**src/rtl/prn_reclaim_if.sv**
```systemverilog
// Dispatch/complete/free bundle between rename and the PRN reclaim tracker.
// master = rename/dispatch side, slave = tracker.
interface prn_reclaim_if #(
  parameter int PRN_BITS     = 6,
  parameter int MAX_OPERANDS = 3,
  parameter int DEPTH        = 16
);
  localparam int TAG_BITS = $clog2(DEPTH);

  logic                                        i_alloc_valid;
  logic                                        o_alloc_ready;
  logic [MAX_OPERANDS-1:0]                     i_alloc_old_valid;
  logic [MAX_OPERANDS-1:0][PRN_BITS-1:0]       i_alloc_old_prn;
  logic [TAG_BITS-1:0]                         o_alloc_tag;
  logic                                        i_complete_valid;
  logic [TAG_BITS-1:0]                         i_complete_tag;
  logic [2*MAX_OPERANDS-1:0]                   o_free_valid;
  logic [2*MAX_OPERANDS-1:0][PRN_BITS-1:0]     o_free_prns;
  logic [1:0]                                  o_retire_count;
  logic                                        o_empty;

  modport master (
    output i_alloc_valid, i_alloc_old_valid, i_alloc_old_prn,
    output i_complete_valid, i_complete_tag,
    input  o_alloc_ready, o_alloc_tag, o_free_valid, o_free_prns,
    input  o_retire_count, o_empty
  );

  modport slave (
    input  i_alloc_valid, i_alloc_old_valid, i_alloc_old_prn,
    input  i_complete_valid, i_complete_tag,
    output o_alloc_ready, o_alloc_tag, o_free_valid, o_free_prns,
    output o_retire_count, o_empty
  );
endinterface

```
**src/rtl/prn_reclaim.sv**
```systemverilog
// In-order retirement tracker: holds displaced PRNs per instruction and
// returns them to rename when up to two oldest completed entries retire.
module prn_reclaim #(
  parameter int PRN_BITS     = 6,
  parameter int MAX_OPERANDS = 3,
  parameter int DEPTH        = 16
) (
  input  logic            clk,
  input  logic            rst,
  prn_reclaim_if.slave    bus
);
  localparam int TAG_BITS = $clog2(DEPTH);
  localparam int NSLOT    = 2 * MAX_OPERANDS;

  logic [TAG_BITS-1:0]                   r_head;
  logic [TAG_BITS-1:0]                   r_tail;
  logic [TAG_BITS:0]                     r_count;
  logic [DEPTH-1:0]                      r_busy;
  logic [DEPTH-1:0]                      r_done;
  logic [MAX_OPERANDS-1:0]               r_old_valid [DEPTH];
  logic [MAX_OPERANDS-1:0][PRN_BITS-1:0] r_old_prn   [DEPTH];

  logic [NSLOT-1:0]                      r_free_valid;
  logic [NSLOT-1:0][PRN_BITS-1:0]        r_free_prns;
  logic [1:0]                            r_retire_count;

  logic                                  w_full;
  logic                                  w_accept;
  logic [TAG_BITS-1:0]                   w_head1;
  logic                                  w_r0;
  logic                                  w_r1;
  logic [1:0]                            w_retire_num;
  logic [NSLOT-1:0]                      w_free_valid_n;
  logic [NSLOT-1:0][PRN_BITS-1:0]        w_free_prns_n;

  assign w_full   = (r_count == (TAG_BITS+1)'(DEPTH));
  assign w_accept = bus.i_alloc_valid && !w_full;
  assign w_head1  = r_head + TAG_BITS'(1);

  // r1 depends on r0 so retirement can never skip the head entry.
  assign w_r0         = r_busy[r_head] && r_done[r_head];
  assign w_r1         = w_r0 && r_busy[w_head1] && r_done[w_head1];
  assign w_retire_num = {w_r1, w_r0 && !w_r1};

  always_comb begin
    w_free_valid_n = '0;
    w_free_prns_n  = '0;
    for (int unsigned k = 0; k < MAX_OPERANDS; k++) begin
      if (w_r0 && r_old_valid[r_head][k]) begin
        w_free_valid_n[k] = 1'b1;
        w_free_prns_n[k]  = r_old_prn[r_head][k];
      end
      if (w_r1 && r_old_valid[w_head1][k]) begin
        w_free_valid_n[MAX_OPERANDS+k] = 1'b1;
        w_free_prns_n[MAX_OPERANDS+k]  = r_old_prn[w_head1][k];
      end
    end
  end

  always_ff @(posedge clk) begin
    if (rst) begin
      r_head         <= '0;
      r_tail         <= '0;
      r_count        <= '0;
      r_busy         <= '0;
      r_done         <= '0;
      r_free_valid   <= '0;
      r_free_prns    <= '0;
      r_retire_count <= '0;
    end else begin
      r_free_valid   <= w_free_valid_n;
      r_free_prns    <= w_free_prns_n;
      r_retire_count <= w_retire_num;
      r_head         <= r_head + TAG_BITS'(w_retire_num);
      r_count        <= r_count + (TAG_BITS+1)'(w_accept)
                                - (TAG_BITS+1)'(w_retire_num);

      // Update order matters: retire clears override a same-cycle complete,
      // and the alloc write (on a distinct, idle slot) comes last.
      if (bus.i_complete_valid && r_busy[bus.i_complete_tag])
        r_done[bus.i_complete_tag] <= 1'b1;

      if (w_r0) begin
        r_busy[r_head] <= 1'b0;
        r_done[r_head] <= 1'b0;
      end
      if (w_r1) begin
        r_busy[w_head1] <= 1'b0;
        r_done[w_head1] <= 1'b0;
      end

      if (w_accept) begin
        r_busy[r_tail]      <= 1'b1;
        r_done[r_tail]      <= 1'b0;
        r_old_valid[r_tail] <= bus.i_alloc_old_valid;
        r_old_prn[r_tail]   <= bus.i_alloc_old_prn;
        r_tail              <= r_tail + TAG_BITS'(1);
      end
    end
  end

  assign bus.o_alloc_ready  = !w_full;
  assign bus.o_alloc_tag    = r_tail;
  assign bus.o_empty        = (r_count == '0);
  assign bus.o_free_valid   = r_free_valid;
  assign bus.o_free_prns    = r_free_prns;
  assign bus.o_retire_count = r_retire_count;
endmodule

```
**src/flat_wrapper.sv**
```systemverilog
// flat-port wrapper written by rule: the top's interface ports become plain ports
module prn_reclaim_flat 
#(
  parameter int PRN_BITS     = 6,
  parameter int MAX_OPERANDS = 3,
  parameter int DEPTH        = 16
)
  (clk, rst, bus_i_alloc_valid, bus_i_alloc_old_valid, bus_i_alloc_old_prn, bus_i_complete_valid, bus_i_complete_tag, bus_o_alloc_ready, bus_o_alloc_tag, bus_o_free_valid, bus_o_free_prns, bus_o_retire_count, bus_o_empty);
  prn_reclaim_if #(.PRN_BITS(PRN_BITS), .MAX_OPERANDS(MAX_OPERANDS), .DEPTH(DEPTH)) bus_i ();
  input  logic clk;
  input  logic rst;
  input wire logic [$bits(bus_i.i_alloc_valid)-1:0] bus_i_alloc_valid;
  input wire logic [$bits(bus_i.i_alloc_old_valid)-1:0] bus_i_alloc_old_valid;
  input wire logic [$bits(bus_i.i_alloc_old_prn)-1:0] bus_i_alloc_old_prn;
  input wire logic [$bits(bus_i.i_complete_valid)-1:0] bus_i_complete_valid;
  input wire logic [$bits(bus_i.i_complete_tag)-1:0] bus_i_complete_tag;
  output wire logic [$bits(bus_i.o_alloc_ready)-1:0] bus_o_alloc_ready;
  output wire logic [$bits(bus_i.o_alloc_tag)-1:0] bus_o_alloc_tag;
  output wire logic [$bits(bus_i.o_free_valid)-1:0] bus_o_free_valid;
  output wire logic [$bits(bus_i.o_free_prns)-1:0] bus_o_free_prns;
  output wire logic [$bits(bus_i.o_retire_count)-1:0] bus_o_retire_count;
  output wire logic [$bits(bus_i.o_empty)-1:0] bus_o_empty;
  assign bus_i.i_alloc_valid = bus_i_alloc_valid;
  assign bus_i.i_alloc_old_valid = bus_i_alloc_old_valid;
  assign bus_i.i_alloc_old_prn = bus_i_alloc_old_prn;
  assign bus_i.i_complete_valid = bus_i_complete_valid;
  assign bus_i.i_complete_tag = bus_i_complete_tag;
  assign bus_o_alloc_ready = bus_i.o_alloc_ready;
  assign bus_o_alloc_tag = bus_i.o_alloc_tag;
  assign bus_o_free_valid = bus_i.o_free_valid;
  assign bus_o_free_prns = bus_i.o_free_prns;
  assign bus_o_retire_count = bus_i.o_retire_count;
  assign bus_o_empty = bus_i.o_empty;
  prn_reclaim #(.PRN_BITS(PRN_BITS), .MAX_OPERANDS(MAX_OPERANDS), .DEPTH(DEPTH)) u_core (.clk(clk), .rst(rst), .bus(bus_i));
endmodule
```
**config.mk**
```make
export PLATFORM = sky130hd
export DESIGN_NAME = prn_reclaim_flat
export DESIGN_NICKNAME = d
export VERILOG_FILES = /design/src/rtl/prn_reclaim_if.sv /design/src/rtl/prn_reclaim.sv /design/src/flat_wrapper.sv
export SDC_FILE = /design/constraint.sdc
export NUM_CORES = 1
export LEC_CHECK = 0
export ABC_CLOCK_PERIOD_IN_PS = 4300
export CAP_MARGIN = 5
export CORE_ASPECT_RATIO = 1.2
export CORE_MARGIN = 8
export CORE_UTILIZATION = 37
export DETAILED_ROUTE_END_ITERATION = 8
export DONT_BUFFER_PORTS = 1
export PLACE_DENSITY = 0.49
export SYNTH_ARGS = -nofsm -noshare
export SYNTH_HDL_FRONTEND = slang
export SYNTH_SLANG_ARGS = --single-unit
```
**constraint.sdc**
```tcl
create_clock -name clk -period 4.3 [get_ports clk]
set_input_delay 0 -clock clk [delete_from_list [all_inputs] [get_ports clk]]
set_output_delay 0 -clock clk [all_outputs]
set_load 0.005 [all_outputs]
```
==> flow_results.org, run 1 <==
** Synthesis
- After synthesis, the mean cell area works out to between 15 and 20 um2.
- In the synthesized netlist the async set-or-reset flop fraction comes to 0%.
- Ys flop type :: sky130_fd_sc_hd__edfxtp_1
- Sequential cell area fraction in the yosys report :: 58.9%
- Top cells by area, synth :: sky130_fd_sc_hd__edfxtp_1 50%, sky130_fd_sc_hd__mux4_2 22%, sky130_fd_sc_hd__dfxtp_1 8.8%
- In this run, synthesis inferred roughly 340 flip-flops with an integrated enable.
- The number of nets in the synthesized netlist is around 1,300.
- The largest total area in the synthesized netlist belongs to sky130_fd_sc_hd__edfxtp_1.
- The Yosys step of the flow raised 0 warnings.
- Yosys mapped the design onto 67 distinct sky130hd cell types.
- Mapped Cells :: 1,207
- Top cell type's share of synthesized area :: approximately 50%
- The synthesized netlist occupies a cell area of between 0.02 and 0.025 mm2.
- Synthesis inferred 425 register bits.

** STA
- Final sum of negative setup slack :: 0 ns
- Slew at the pin with the worst max-slew slack :: roughly 1 ns
- Number of slew-limit violations in the final report :: 0
- The worst pin sits at a relative slew slack of approximately a third.
- Post-Route Skew :: about 0.024 ns
- Setup Viol. Count Final :: 0
- Peak clock frequency supported by timing :: approximately 260 MHz
- Count of final hold-check violations :: 0
- RSZ-0062 raised after global routing :: false
- Share of the clock period used by the worst path :: roughly 91%
- Final critical path time including I/O delays and setup :: between 3 and 4 ns

** Pwr
- In this run, the clock network consumes roughly 45% of the power.
- Static power due to leakage :: between 6 and 7 nW
- Internal power comes to between 7 and 8 mW.
- Peak supply drop :: between 0.0003 and 0.0004 V
- Combinational logic burns 5.2% of the power.
- Sequential group share of total power :: roughly 50%
- Net switching is 21.7% of the power.
- Pwr per Cell Area :: between 300 and 400 mW/mm2
- For this design the total switching power over the nets is slightly below 2 mW.

** Critical path
- End of the worst register-to-register path :: u_core.r_count[4]$_SDFF_PP0_
- CP Buf/Inv Count :: 2
- Launch point of the critical path :: u_core.r_head[0]$_SDFF_PP0_
- Cell-by-cell listing of the critical path :: inv_1, ha_4, mux4_2, mux2_2, and2_1, nor3_1, ha_1, inv_1, ha_1, fa_1, a21oi_1, nor2_1, or3_1, a21oi_1
- Data on the critical path is required at its endpoint by 4.81 ns.
- For the worst flop-to-flop path, the logic depth is 14.
- Largest stage delay on the critical path :: around 0.50 ns
- Category of cells accounting for the largest share of critical-path delay :: adder cells
- STA classifies the critical path endpoint as a flop.
- In this run the critical register-to-register path is launched from u_core.r_head[0]$_SDFF_PP0_.
- CP max-delay cell :: sky130_fd_sc_hd__dfxtp_4
- The worst setup path is launched from a flop.
- Data arrives at the worst endpoint at 4.42 ns.
- Of all nets on the critical path, the largest fanout is 17.
- Setup slack, reg-to-reg :: approximately 0.39 ns
- Type of the worst setup path :: flop to flop

** Route
- Antenna-violating nets left :: 0
- After detailed routing, the number of remaining DRC violations is 0.
- The routed layout has 11,700 vias.
- Vias/cell :: 5.86
- Before antenna repair, the detailed router went through 5 iterations.
- The detailed router finished its first iteration with 1,039 violations.
- Detailed Route WL :: between 50,000 and 60,000 um
- After detailed routing, the average wire length per cell comes to around 30 um.

** Floorplan
- Ports placed on the boundary :: roughly 80
- From left edge to right edge, the die measures between 200 and 250 um.
- CORE AREA :: around 0.054 mm2
- Number of core rows :: between 90 and 100
- Effective utilization at floorplan :: between 30 and 40%
- Die Outline Area :: between 0.06 and 0.07 mm2
- Height of the die :: 272 um

** GRT
- Pin count of the biggest net entering global routing :: just over 60
- In the global route stage, overall resource usage came out at about a fifth.
- Global-route wire length before repair :: ~86,000 um
- The number of global-route vias before repair was around 12,000.
- In the global route stage, met3 resource usage came out at under 10%.
- Met1 GRT Util :: about a quarter
- In the global route stage, met2 resource usage came out at approximately 32%.
- In this run the most used layer during global routing was met2.
- Total congestion overflow after global routing :: 0
- Antenna violations before repair :: 4

** Finish
- Share of layout cells above drive strength 1 :: a little under a third
- Post-layout instance count excluding filler cells :: between 2,000 and 2,500
- Most common library cell in the layout ignoring fill and taps :: sky130_fd_sc_hd__edfxtp_1
- Relative to the synthesized area, the layout overhead comes to 14.1%.
- In the layout the commonest cells are 336 x sky130_fd_sc_hd__edfxtp_1, 196 x sky130_fd_sc_hd__mux4_2, 86 x sky130_fd_sc_hd__dfxtp_1.
- Final net count :: approximately 1,300

** CTS
- Post-CTS setup buffer count :: 0
- Reg clk slew, reported paths :: about 0.060 ns
- Buffer levels on the longest clock path :: 3
- TritonCTS buffer count :: 46
- CTS tree :: done
- In this run the number of H-tree levels came out at 2.
- The tree is rooted in a sky130_fd_sc_hd__clkbuf_16.
- Counting every sink on the clock net gives 425.
- The later pin in the worst-skew pair is clocked with a latency of 0.58 ns.

** Placement
- The congestion estimate from routability-driven global placement came to roughly 0.86.
- DP HPWL :: roughly 34,000 um
- Number of I/O port buffers :: 0
- After detailed placement, the design holds a cell count of around 1,900.

** Worst hold path
- Counting instances, the worst hold path has a depth of 2.
- Worst min path class :: input pin to flop
- The startpoint identified for the worst hold timing path is rst.
- For hold timing, the worst endpoint is u_core.r_busy[2]$_SDFF_PP0_.

** Flow run
- Max-cap violation count :: 0

** Status
- Outcome :: complete, no violations
## flip-flops by register name, summed over array words and instances (netlist names)
name and flops:
u_core.bus.o_free_valid 6, u_core.r_done 16, u_core.bus.o_alloc_tag 4, u_core.r_old_prn 288, u_core.bus.o_retire_count 2, u_core.r_old_valid 48, u_core.r_head 4, u_core.r_busy 16
u_core.bus.o_free_prns 36, u_core.r_count 5
## worst max path at each step
stage	to	slack, ns	depth (start not counted)
floorplan	u_core.r_count[4]$_SDFF_PP0_	0.37	16
global placement	u_core.r_count[4]$_SDFF_PP0_	0.45	14
detailed placement	u_core.r_count[4]$_SDFF_PP0_	0.39	14
CTS	u_core.r_count[4]$_SDFF_PP0_	0.39	14
global route	u_core.r_count[4]$_SDFF_PP0_	0.21	14
finish	u_core.r_count[4]$_SDFF_PP0_	0.39	14
## cell usage after synthesis, drive strengths merged (8+ instances only)
cell    number
mux2i       17
a211oi      12
nand3       64
inv         32
nand4       11
o22ai       19
nor3        15
mux4       197
xnor2        8
clkbuf      23
a21o         8
edfxtp     336
and2        30
nor2        46
dfxtp       89
ha          20
o32ai       13
buf         62
a21oi       18
nand2       82
nor4        21
## cell type report
type	count	area, um2
sequential	425	11900
timing repair buffer	86	788
antenna	3	7.51
multi-input combinational	660	7780
inverter	33	124
clock buffer	60	1240
clock inverter	24	300
tap	712	891
fill	4806	30700
## kinds of logic (layout without fill, tap and decap cells)
logic type / Yosys count / count (layout) / share of synthesized area, %
flip-flops: 425 / 425 / 58.9
AND/OR/NAND/NOR: 309 / 309 / 8.37
multiplexers: 221 / 221 / 23.3
buffers and inverters: 122 / 203 / 3.47
AO/OA/AOI/OAI: 96 / 96 / 4.01
adder cells (fa/ha/maj): 22 / 22 / 1.44
XOR/XNOR: 12 / 12 / 0.596
other: 0 / 3 / 0
## stage by stage
| step | hold slack, ns | util, % | total power, mW | cell area [um2] | setup slack [ns] |
|---|---|---|---|---|---|
| after CTS | 0.0592 | 42.8 | 9.23 | 23000 | 0.394 |
| after detailed placement | 0.0932 | 39.2 | 5.03 | 21100 | 0.388 |
| final | 0.0774 | 42.8 | 9.13 | 23000 | 0.385 |
| after floorplan | 0.0989 | - | 4.90 | 20200 | 0.370 |
| after global placement | 0.0920 | 39.2 | 5.03 | 21100 | 0.448 |
| after global routing | 0.0784 | 42.8 | 9.42 | 23000 | 0.210 |
## repair_timing
action	CTS	global route
gates resized for setup	0	0
endpoints found under the hold margin	425	0
hold buffers	35	0
## power by group through the flow
| stage | combinational, mW | sequential [mW] | clock [mW] |
|---|---|---|---|
| after detailed placement | 0.397 | 4.64 | 0 |
| after floorplan | 0.280 | 4.62 | 0 |
| final | 0.475 | 4.55 | 4.11 |
| after global placement | 0.397 | 4.63 | 0 |
| after global routing | 0.519 | 4.55 | 4.35 |
| after CTS | 0.483 | 4.55 | 4.20 |
## metal layers
layer,routed length (um),vias up
met4,1930,2
met2,29800,346
met1,24500,6294
li1,-,4988
met3,3170,109
met5,13,-
Power figures use the tool's default switching activity.
==> run 2, diff against run 1 <==
--- a/config.mk
+++ b/config.mk
@@ -5,6 +5,7 @@
 export SDC_FILE = /design/constraint.sdc
 export NUM_CORES = 1
 export LEC_CHECK = 0
+export ABC_AREA = 1
 export ABC_CLOCK_PERIOD_IN_PS = 4300
 export CAP_MARGIN = 5
 export CORE_ASPECT_RATIO = 1.2
==> run 2 against run 1 <==
Critical path depth rose by 5; largest cell class unchanged; non-clock buffer count fell by 3; sequential cell count did not move; clock skew fell by 0.0095 ns.
==> flow_results.org, run 2 <==
** Pwr
- The internal portion of total power was 7.01 mW (-2.0%).
- Relative contribution of the clock network to total power :: 44.4% (-0.6 points)
- The logic gate share of total power came to 5.3% (about the same).
- The switching power came to 2.04 mW (+3.2%).
- The switching share of power came to 22.6% (+0.89 points).
- Peak supply drop :: 0.000262 V (-14%)
- Sequential group share of total power :: 50.3% (+0.5 points)
- The ratio of total power to cell area was 390 mW/mm2 (-1.8%).
- The cell leakage power is 8.70 nW (+24%).
- Final Total Pwr :: 9.05 mW (-0.85%)

** Floorplan
- Chip width :: 232 um (+1.3%)
- Die Outline Area :: 0.0640 mm2 (+2.7%)
- Ports placed on the boundary :: 79 (unchanged)
- The effective utilization at floorplan is 37.2% (-0.29 points).
- The number of standard-cell rows in the floorplan was 95 (+2.2%).
- The die height came to 275 um (+1.4%).
- CORE AREA :: 0.0557 mm2 (+3.7%)

** Critical path
- The cell that appears most often on the critical path is sky130_fd_sc_hd__nand2_1.
- The peak fanout along the critical path is 64 (+47).
- The biggest cell delay along the critical path was 0.51 ns (about the same).
- The largest individual stage delay along the critical path comes from the cell sky130_fd_sc_hd__buf_4.
- STA classifies the critical path endpoint as a flop.
- Endpoint arrival time on the critical path :: 4.12 ns (-0.30 ns)
- Cell-by-cell listing of the critical path :: buf_4, nand3_1, nand2_1, nand2_2, nand2_2, inv_2, nand3_1, nand2_1, nor2_4, nor2_1, ha_1, inv_1, ha_1, fa_1, nand2_1, a21oi_1, nor2_1, o21ai_0, a21oi_1
- The critical path required time was 4.80 ns (about the same).
- Crit start category :: flop
- Type of the worst setup path :: flop to flop

** CTS
- The number of clock sinks seen by CTS is 425 (unchanged).
- The number of post-CTS setup repair buffers came to 0 (unchanged).
- Clock Tree Root :: sky130_fd_sc_hd__clkbuf_16
- The count of H-tree levels built during CTS came to 2 (unchanged).
- The clock transition time at the flip-flop clock pins of the worst setup and hold paths was 0.06 ns (about the same).
- CTS tree :: done
- The number of buffers inserted for hold repair after clock tree synthesis was 35 (unchanged).
- The largest buffer count on any clock path is 3 (unchanged).
- The clock buffer count from CTS is 47 (+2.2%).
- Clock latency of the later-clocked register in the worst-skew pair :: 0.58 ns (about the same)
- The number of gates resized after cts was 0 (unchanged).

** Placement
- DP HPWL :: 40,900 um (+19%)
- The total of buffers placed on input and output ports was 0 (unchanged).
- Standard cell area after detailed placement :: 0.0214 mm2 (+1.2%)
- Weighted congestion reported at the end of routability-driven placement :: 0.910 (+5.5%)

** Synthesis
- The area share of the largest cell type after synthesis came to 48.6% (-1.4 points).
- The count of cell types in the netlist came to 40 (-40%).
- Ys flop type :: sky130_fd_sc_hd__edfxtp_1
- Library cell occupying the most area in the post-synthesis netlist :: sky130_fd_sc_hd__edfxtp_1
- Sequential cell area fraction in the yosys report :: 57.2% (-1.7 points)
- Yosys attributes the largest share of cell area to sky130_fd_sc_hd__edfxtp_1 49%, sky130_fd_sc_hd__o21ai_0 10%, sky130_fd_sc_hd__dfxtp_1 8.6%.
- The synthesized netlist net count was 2,373 (+89%).
- The number of storage elements in the synthesis netlist is 425 (unchanged).
- Post-synth ARST share :: 0% (unchanged)
- Most frequent cell after synthesis :: sky130_fd_sc_hd__o21ai_0
- Number of enable flip-flop cells after synthesis :: 336 (unchanged)
- Mapped Cells :: 2,322 (+92%)
- The mean instance size in the synthesized netlist is 8.94 um2 (-47%).
- Cell Area, Synth :: 0.0208 mm2 (+2.9%)
- The commonest cells after synthesis are 416 x sky130_fd_sc_hd__o21ai_0, 336 x sky130_fd_sc_hd__edfxtp_1, 323 x sky130_fd_sc_hd__nor2_1, 307 x sky130_fd_sc_hd__nand2_1, 258 x sky130_fd_sc_hd__a21oi_1.
- Syn. warnings :: 0 (unchanged)

** Finish
- The library cell used most frequently in the layout, excluding fill and tap cells, is sky130_fd_sc_hd__o21ai_0.
- The post-route standard cell area excluding fillers came to 0.0232 mm2 (+0.97%).
- Commonest cells after routing, fill and taps aside :: 416 x sky130_fd_sc_hd__o21ai_0, 336 x sky130_fd_sc_hd__edfxtp_1, 322 x sky130_fd_sc_hd__nor2_1
- The number of flip-flops under the largest register name came to 288 (unchanged).
- More flip-flops sit in one register than any other, and that register is u_core.r_old_prn.
- The fraction of final layout cells sized beyond drive strength 1 is 6.26% (-24 points).
- Count of fill cells added during filler insertion :: 5,358 (+11%)
- Compared with the post-synthesis result, the final layout area differs by 12.0%.
- The final net count is 2,361 (+81%).

** GRT
- The wire length of the first global-routing pass was 103,000 um (+19%).
- Total track usage :: 21.3% (+2.4 points)
- Number of global-route vias before repair :: 16,100 (+31%)
- Pin count of the biggest net entering global routing :: 122 (+97%)
- The total global routing overflow is 0 (unchanged).
- Antenna violations before repair :: 1 (-3)

** Route
- The total via count after detailed routing is 16,900 (+44%).
- Initial DRC count :: 1,476 (+42%)
- The remaining routing DRC violations came to 0 (unchanged).
- Detailed Route WL :: 69,300 um (+17%)
- The number of optimization iterations in the first detailed-route pass was 5 (unchanged).
- Vias/cell :: 5.49 (-6.4%)
- The antenna violation net count after detailed routing was 0 (unchanged).
- Routed WL per cell :: 22.5 um (-24%)

** STA
- Final sum of negative setup slack :: 0 ns (unchanged)
- The minimum hold slack came to 0.267 ns (+0.189 ns).
- Share of the clock period used by the worst path :: 84.2% (-6.9 points)
- Post-Route Skew :: 0.0141 ns (-0.00949 ns)
- RSZ-0062 raised after global routing :: false
- The max-slew violation count was 0 (unchanged).
- Peak clock frequency supported by timing :: 276 MHz (+8.2%)
- Final critical path time including I/O delays and setup :: 3.62 ns (-0.295 ns)
- The final count of hold timing violations is 0 (unchanged).
- Slew headroom :: 27.4% (-5.6 points)
- Slew at the pin with the worst max-slew slack :: 1.09 ns (+0.0847 ns)
- Setup Viol. Count Final :: 0 (unchanged)

** Worst hold path
- The worst hold path belongs to the class input pin to flop.

** Status
- The run finished with clean final reports.

** Flow run
- Max-cap violation count :: 0 (unchanged)
==> run 2: worst paths after layout <==
kind         slack (ns)                                      to  depth (start not counted)                              startpoint
min reg2reg        0.58  u_core.bus.o_alloc_tag[3]$_SDFFE_PP0P_                          2  u_core.bus.o_alloc_tag[3]$_SDFFE_PP0P_
max reg2reg        0.68            u_core.r_count[4]$_SDFF_PP0_                         19             u_core.r_head[0]$_SDFF_PP0_
min                0.27  u_core.bus.o_alloc_tag[1]$_SDFFE_PP0P_                          3                       bus_i_alloc_valid
max                0.68            u_core.r_count[4]$_SDFF_PP0_                         19             u_core.r_head[0]$_SDFF_PP0_
==> run 2: cell families (layout without fill, tap and decap cells) <==
| logic type | Yosys count | after routing | share of synthesized area [%] |
|---|---|---|---|
| flops | 425 | 425 | 57.2 |
| xor+xnor | 4 | 4 | 0.205 |
| other cells | 0 | 1 | 0 |
| buf+inv | 358 | 385 | 7.36 |
| fa+ha+maj | 22 | 22 | 1.40 |
| simple gates | 769 | 769 | 15.1 |
| compound gates | 744 | 744 | 18.7 |
==> run 2: power by group through the flow <==
stage	logic, mW	clock network [mW]	registers [mW]
3_3_place_gp	0.403	0	4.64
3_5_place_dp	0.404	0	4.64
4_1_cts	0.486	4.12	4.55
2_1_floorplan	0.282	0	4.63
5_1_grt	0.554	4.25	4.56
6_report	0.480	4.02	4.55
==> run 2: metrics by stage <==
stage          setup slack, ns  std cells  util [%]
6_report                 0.681       3077      41.7
3_5_place_dp             0.707       2953      38.3
5_1_grt                  0.355       3077      41.7
4_1_cts                  0.691       3076      41.7
3_3_place_gp             0.748       2953      38.3
2_1_floorplan            0.248       2322         -
==> run 2: critical path, delay by kind of cell (launching register included) <==
kind | cells | cell delay [ns]
AND/OR/NAND/NOR | 10 | 1.22
adder cells (fa/ha/maj) | 3 | 0.95
buffers and inverters | 3 | 0.66
flip-flops | 1 | 0.44
AO/OA/AOI/OAI | 3 | 0.27
==> run 2: metal layers <==
| metal | track usage, % | vias to the layer above | part of all wire [%] |
|---|---|---|---|
| li1 | - | 7914 | - |
| met1 | 27.6 | 8226 | 42 |
| met2 | 36.0 | 616 | 48 |
| met3 | 3.09 | 129 | 6.7 |
| met4 | 7.28 | 0 | 3.2 |
| met5 | 0 | - | 0 |
==> run 2: layout make-up <==
cell class / instances / area [um2] / area share (%)
Multi-Input combinational cell: 1539 / 7380 / 31.8
Sequential cell: 425 / 11900 / 51.1
Tap cell: 727 / 910 / 3.91
Clock inverter: 16 / 173 / 0.743
Timing Repair Buffer: 83 / 733 / 3.16
Inverter: 214 / 811 / 3.49
Clock buffer: 72 / 1350 / 5.81
Antenna cell: 1 / 2.50 / 0.0108
==> run 3, diff against run 2 <==
--- a/config.mk
+++ b/config.mk
@@ -6,7 +6,7 @@
 export NUM_CORES = 1
 export LEC_CHECK = 0
 export ABC_AREA = 1
-export ABC_CLOCK_PERIOD_IN_PS = 4300
+export ABC_CLOCK_PERIOD_IN_PS = 3700
 export CAP_MARGIN = 5
 export CORE_ASPECT_RATIO = 1.2
 export CORE_MARGIN = 8
==> constraint.sdc (replaced) <==
create_clock -name clk -period 3.7 [get_ports clk]
set_input_delay 0 -clock clk [delete_from_list [all_inputs] [get_ports clk]]
set_output_delay 0 -clock clk [all_outputs]
set_load 0.005 [all_outputs]
==> run 3 against run 2 <==
Final cell count about the same; setup slack worse by 0.31 ns; die area unchanged; clock power up 21%; largest cell class unchanged; highest routed layer unchanged.
==> flow_results.org, run 3 (synthesis results as in run 2) <==
** Critical path
- STA classifies the critical path endpoint as a flop.
- Crit start category :: flop
- The arrival time of data at the critical path endpoint was 3.85 ns (-0.27 ns).
- Tracing the worst setup path back leads to its startpoint at u_core.r_head[1]$_SDFF_PP0_.
- The worst register-to-register path begins at u_core.r_head[1]$_SDFF_PP0_.
- Critical path data required time :: 4.22 ns (-0.58 ns)
- The setup path with the least slack is of type flop to flop.
- The peak fanout along the critical path is 24 (-63%).

** STA
- The clock period minus final worst setup slack was 3.33 ns (-0.290 ns).
- Slew at the pin with the worst max-slew slack :: 1.04 ns (-0.0468 ns)
- Count of final hold-check violations :: 0 (unchanged)
- The final cycle utilization of the critical path came to 90.0% (+5.8 points).
- Final sum of negative setup slack :: 0 ns (unchanged)
- RSZ-0062 raised after global routing :: false
- The maximum operating frequency was 300 MHz (+8.7%).
- The relative slew slack was 30.5% (+3.1 points).
- Post-Route Skew :: 0.0170 ns (+0.00299 ns)
- Number of slew-limit violations in the final report :: 0 (unchanged)
- Setup Viol. Count Final :: 0 (unchanged)

** GRT
- Pin count of the biggest net entering global routing :: 177 (+45%)
- The number of antenna violations at the first check in global routing was 0 (-1).
- The all-layer global routing usage is 21.1% (-0.20 points).
- Global-route wire length before repair :: 102,000 um (-0.79%)
- The total global routing overflow is 0 (unchanged).
- The number of global-route vias before repair was 15,900 (-1.5%).

** Route
- DR pass1 iterations :: 6 (+1)
- The starting DRC count in detailed routing came to 1,659 (+12%).
- Routed WL per cell :: 22.3 um (-0.81%)
- DRC violations left :: 0 (unchanged)
- The total detailed-routing wirelength came to 68,800 um (-0.78%).
- The post-detailed-route via-to-cell ratio was 5.51 (+0.39%).
- Via count :: 17,000 (+0.43%)
- Antenna-violating nets left :: 0 (unchanged)

** Placement
- Weighted congestion reported at the end of routability-driven placement :: 0.953 (+4.7%)
- The half-perimeter wire length after placement was 40,400 um (-1.2%).
- The total of buffers placed on input and output ports was 0 (unchanged).

** Pwr
- Internal power summed over all cells :: 8.30 mW (+18%)
- The switching power is 2.41 mW (+18%).
- Sequential group share of total power :: 49.3% (-1.0 points)
- Final Total Pwr :: 10.7 mW (+18%)
- The logic gate share of total power came to 5.3% (about the same).
- The ratio of total power to cell area was 456 mW/mm2 (+17%).
- The worst vdd rail ir drop came to 0.000483 V (+84%).
- The cell leakage power came to 8.78 nW (+0.94%).
- Relative contribution of the clock network to total power :: 45.4% (+1.0 points)
- The switching share of power was 22.5% (-0.044 points).

** Flow run
- Max-cap violation count :: 0 (unchanged)

** CTS
- The number of post-CTS setup repair buffers was 0 (unchanged).
- The largest buffer count on any clock path came to 3 (unchanged).
- TritonCTS buffer count :: 46 (-2.1%)
- The number of clock sinks seen by CTS is 425 (unchanged).
- TritonCTS built the clock tree.
- Clock Tree Root :: sky130_fd_sc_hd__clkbuf_16
- The count of H-tree levels built during CTS was 2 (unchanged).
- Clock latency of the later-clocked register in the worst-skew pair :: 0.59 ns (about the same)
- The clock transition time at the flip-flop clock pins of the worst setup and hold paths came to 0.06 ns (about the same).

** Floorplan
- Chip width :: 232 um (unchanged)
- The die height came to 275 um (unchanged).
- The area of the core was 0.0557 mm2 (unchanged).
- Die Outline Area :: 0.0640 mm2 (unchanged)
- Number of core rows :: 95 (unchanged)
- The effective utilization at floorplan is 37.2% (unchanged).
- Ports placed on the boundary :: 79 (unchanged)

** Finish
- Largest register FFs :: 288 (unchanged)
- The library cell used most frequently in the layout, excluding fill and tap cells, is sky130_fd_sc_hd__o21ai_0.
- The fraction of final layout cells sized beyond drive strength 1 came to 6.81% (+0.55 points).
- Count of fill cells added during filler insertion :: 5,357 (-0.019%)
- The number of inserted diodes is 0 (-1).
- The top cell types in the final layout, fill and taps aside, are 416 x sky130_fd_sc_hd__o21ai_0, 336 x sky130_fd_sc_hd__edfxtp_1, 322 x sky130_fd_sc_hd__nor2_1.
- Counting flops per register, the top entry is u_core.r_old_prn.
- Final net count :: 2,364 (+0.13%)
- Area added between synthesis and finish :: 13.1%

** Worst hold path
- In this run the most critical hold path is launched from bus_i_alloc_valid.
- Worst min path class :: input pin to flop

** Status
- The flow ran to the end, and the final reports show no timing, DRC or antenna violations.
## run 3: changes by cell type in the layout (fill, tap and decap cells not counted), sizes merged
cell,before,now
buf,49,53
bufinv,3,6
clkbuf,72,61
clkinv,13,17
clkinvlp,0,3
diode,1,0
inv,214,213
## run 3: through the flow
step | area (um2) | std cells | utilization (%) | hold WS [ns] | worst slack [ns]
6_report | 23500 | 3078 | 42.1 | 0.248 | 0.371
5_1_grt | 23500 | 3078 | 42.1 | 0.283 | 0.0345
4_1_cts | 23500 | 3078 | 42.1 | 0.236 | 0.189
3_5_place_dp | 21500 | 2957 | 38.6 | 0.0769 | 0.213
3_3_place_gp | 21500 | 2957 | 38.6 | 0.0750 | 0.235
2_1_floorplan | 20800 | 2322 | - | 0.0989 | 0.0354
## run 3: worst paths after layout
| kind | to | slack, ns | cells past startpoint |
|---|---|---|---|
| hold / removal | u_core.bus.o_alloc_tag[1]$_SDFFE_PP0P_ | 0.25 | 3 |
| hold reg to reg | u_core.r_count[4]$_SDFF_PP0_ | 0.58 | 2 |
| setup reg to reg | u_core.r_count[4]$_SDFF_PP0_ | 0.37 | 18 |
| setup / recovery | u_core.r_count[4]$_SDFF_PP0_ | 0.37 | 18 |
## run 3: final cells by class
class,count,area [um2],share of cell area [%]
clock buffer,61,1290,5.49
clock inverter,25,304,1.29
inverter,214,818,3.48
multi-input combinational,1539,7380,31.4
sequential,425,11900,50.6
tap,727,910,3.87
timing repair buffer,87,901,3.84
## run 3: timing repair
item | CTS | global route
endpoints found under the hold margin | 432 | 0
resized for setup | 0 | 1
setup endpoints to repair | 0 | 1
hold buffers | 35 | 0
## run 3: power by group through the flow
stage	sequential (mW)	clock (mW)	combinational, mW
CTS	5.28	4.95	0.569
detailed placement	5.39	0	0.480
global placement	5.39	0	0.478
global route	5.29	5.13	0.643
floorplan	5.38	0	0.328
finish	5.28	4.86	0.566
## run 3: routing by layer
metal,part of all wire [%],global-route usage (%),vias up
met4,3.4,7.53,0
met2,48,35.2,601
met3,6.3,3.09,122
met1,43,27.6,8283
li1,-,-,7951
met5,0,0,-
## run 3: critical path, cell delays in order (launching register included)
cell                      delay [ns]
sky130_fd_sc_hd__dfxtp_4        0.34
sky130_fd_sc_hd__buf_4          0.28
sky130_fd_sc_hd__ha_1           0.27
sky130_fd_sc_hd__xor2_2         0.35
sky130_fd_sc_hd__nand2_2        0.11
sky130_fd_sc_hd__inv_2          0.21
sky130_fd_sc_hd__nand3_1        0.11
sky130_fd_sc_hd__nand2_1        0.11
sky130_fd_sc_hd__nor2_4         0.09
sky130_fd_sc_hd__nor2_1         0.18
sky130_fd_sc_hd__ha_1           0.16
sky130_fd_sc_hd__inv_1          0.04
sky130_fd_sc_hd__ha_1           0.20
sky130_fd_sc_hd__fa_2           0.36
sky130_fd_sc_hd__nand2_1        0.07
sky130_fd_sc_hd__a21oi_1        0.06
sky130_fd_sc_hd__nor2_1         0.11
sky130_fd_sc_hd__o21ai_0        0.08
sky130_fd_sc_hd__a21oi_1        0.12
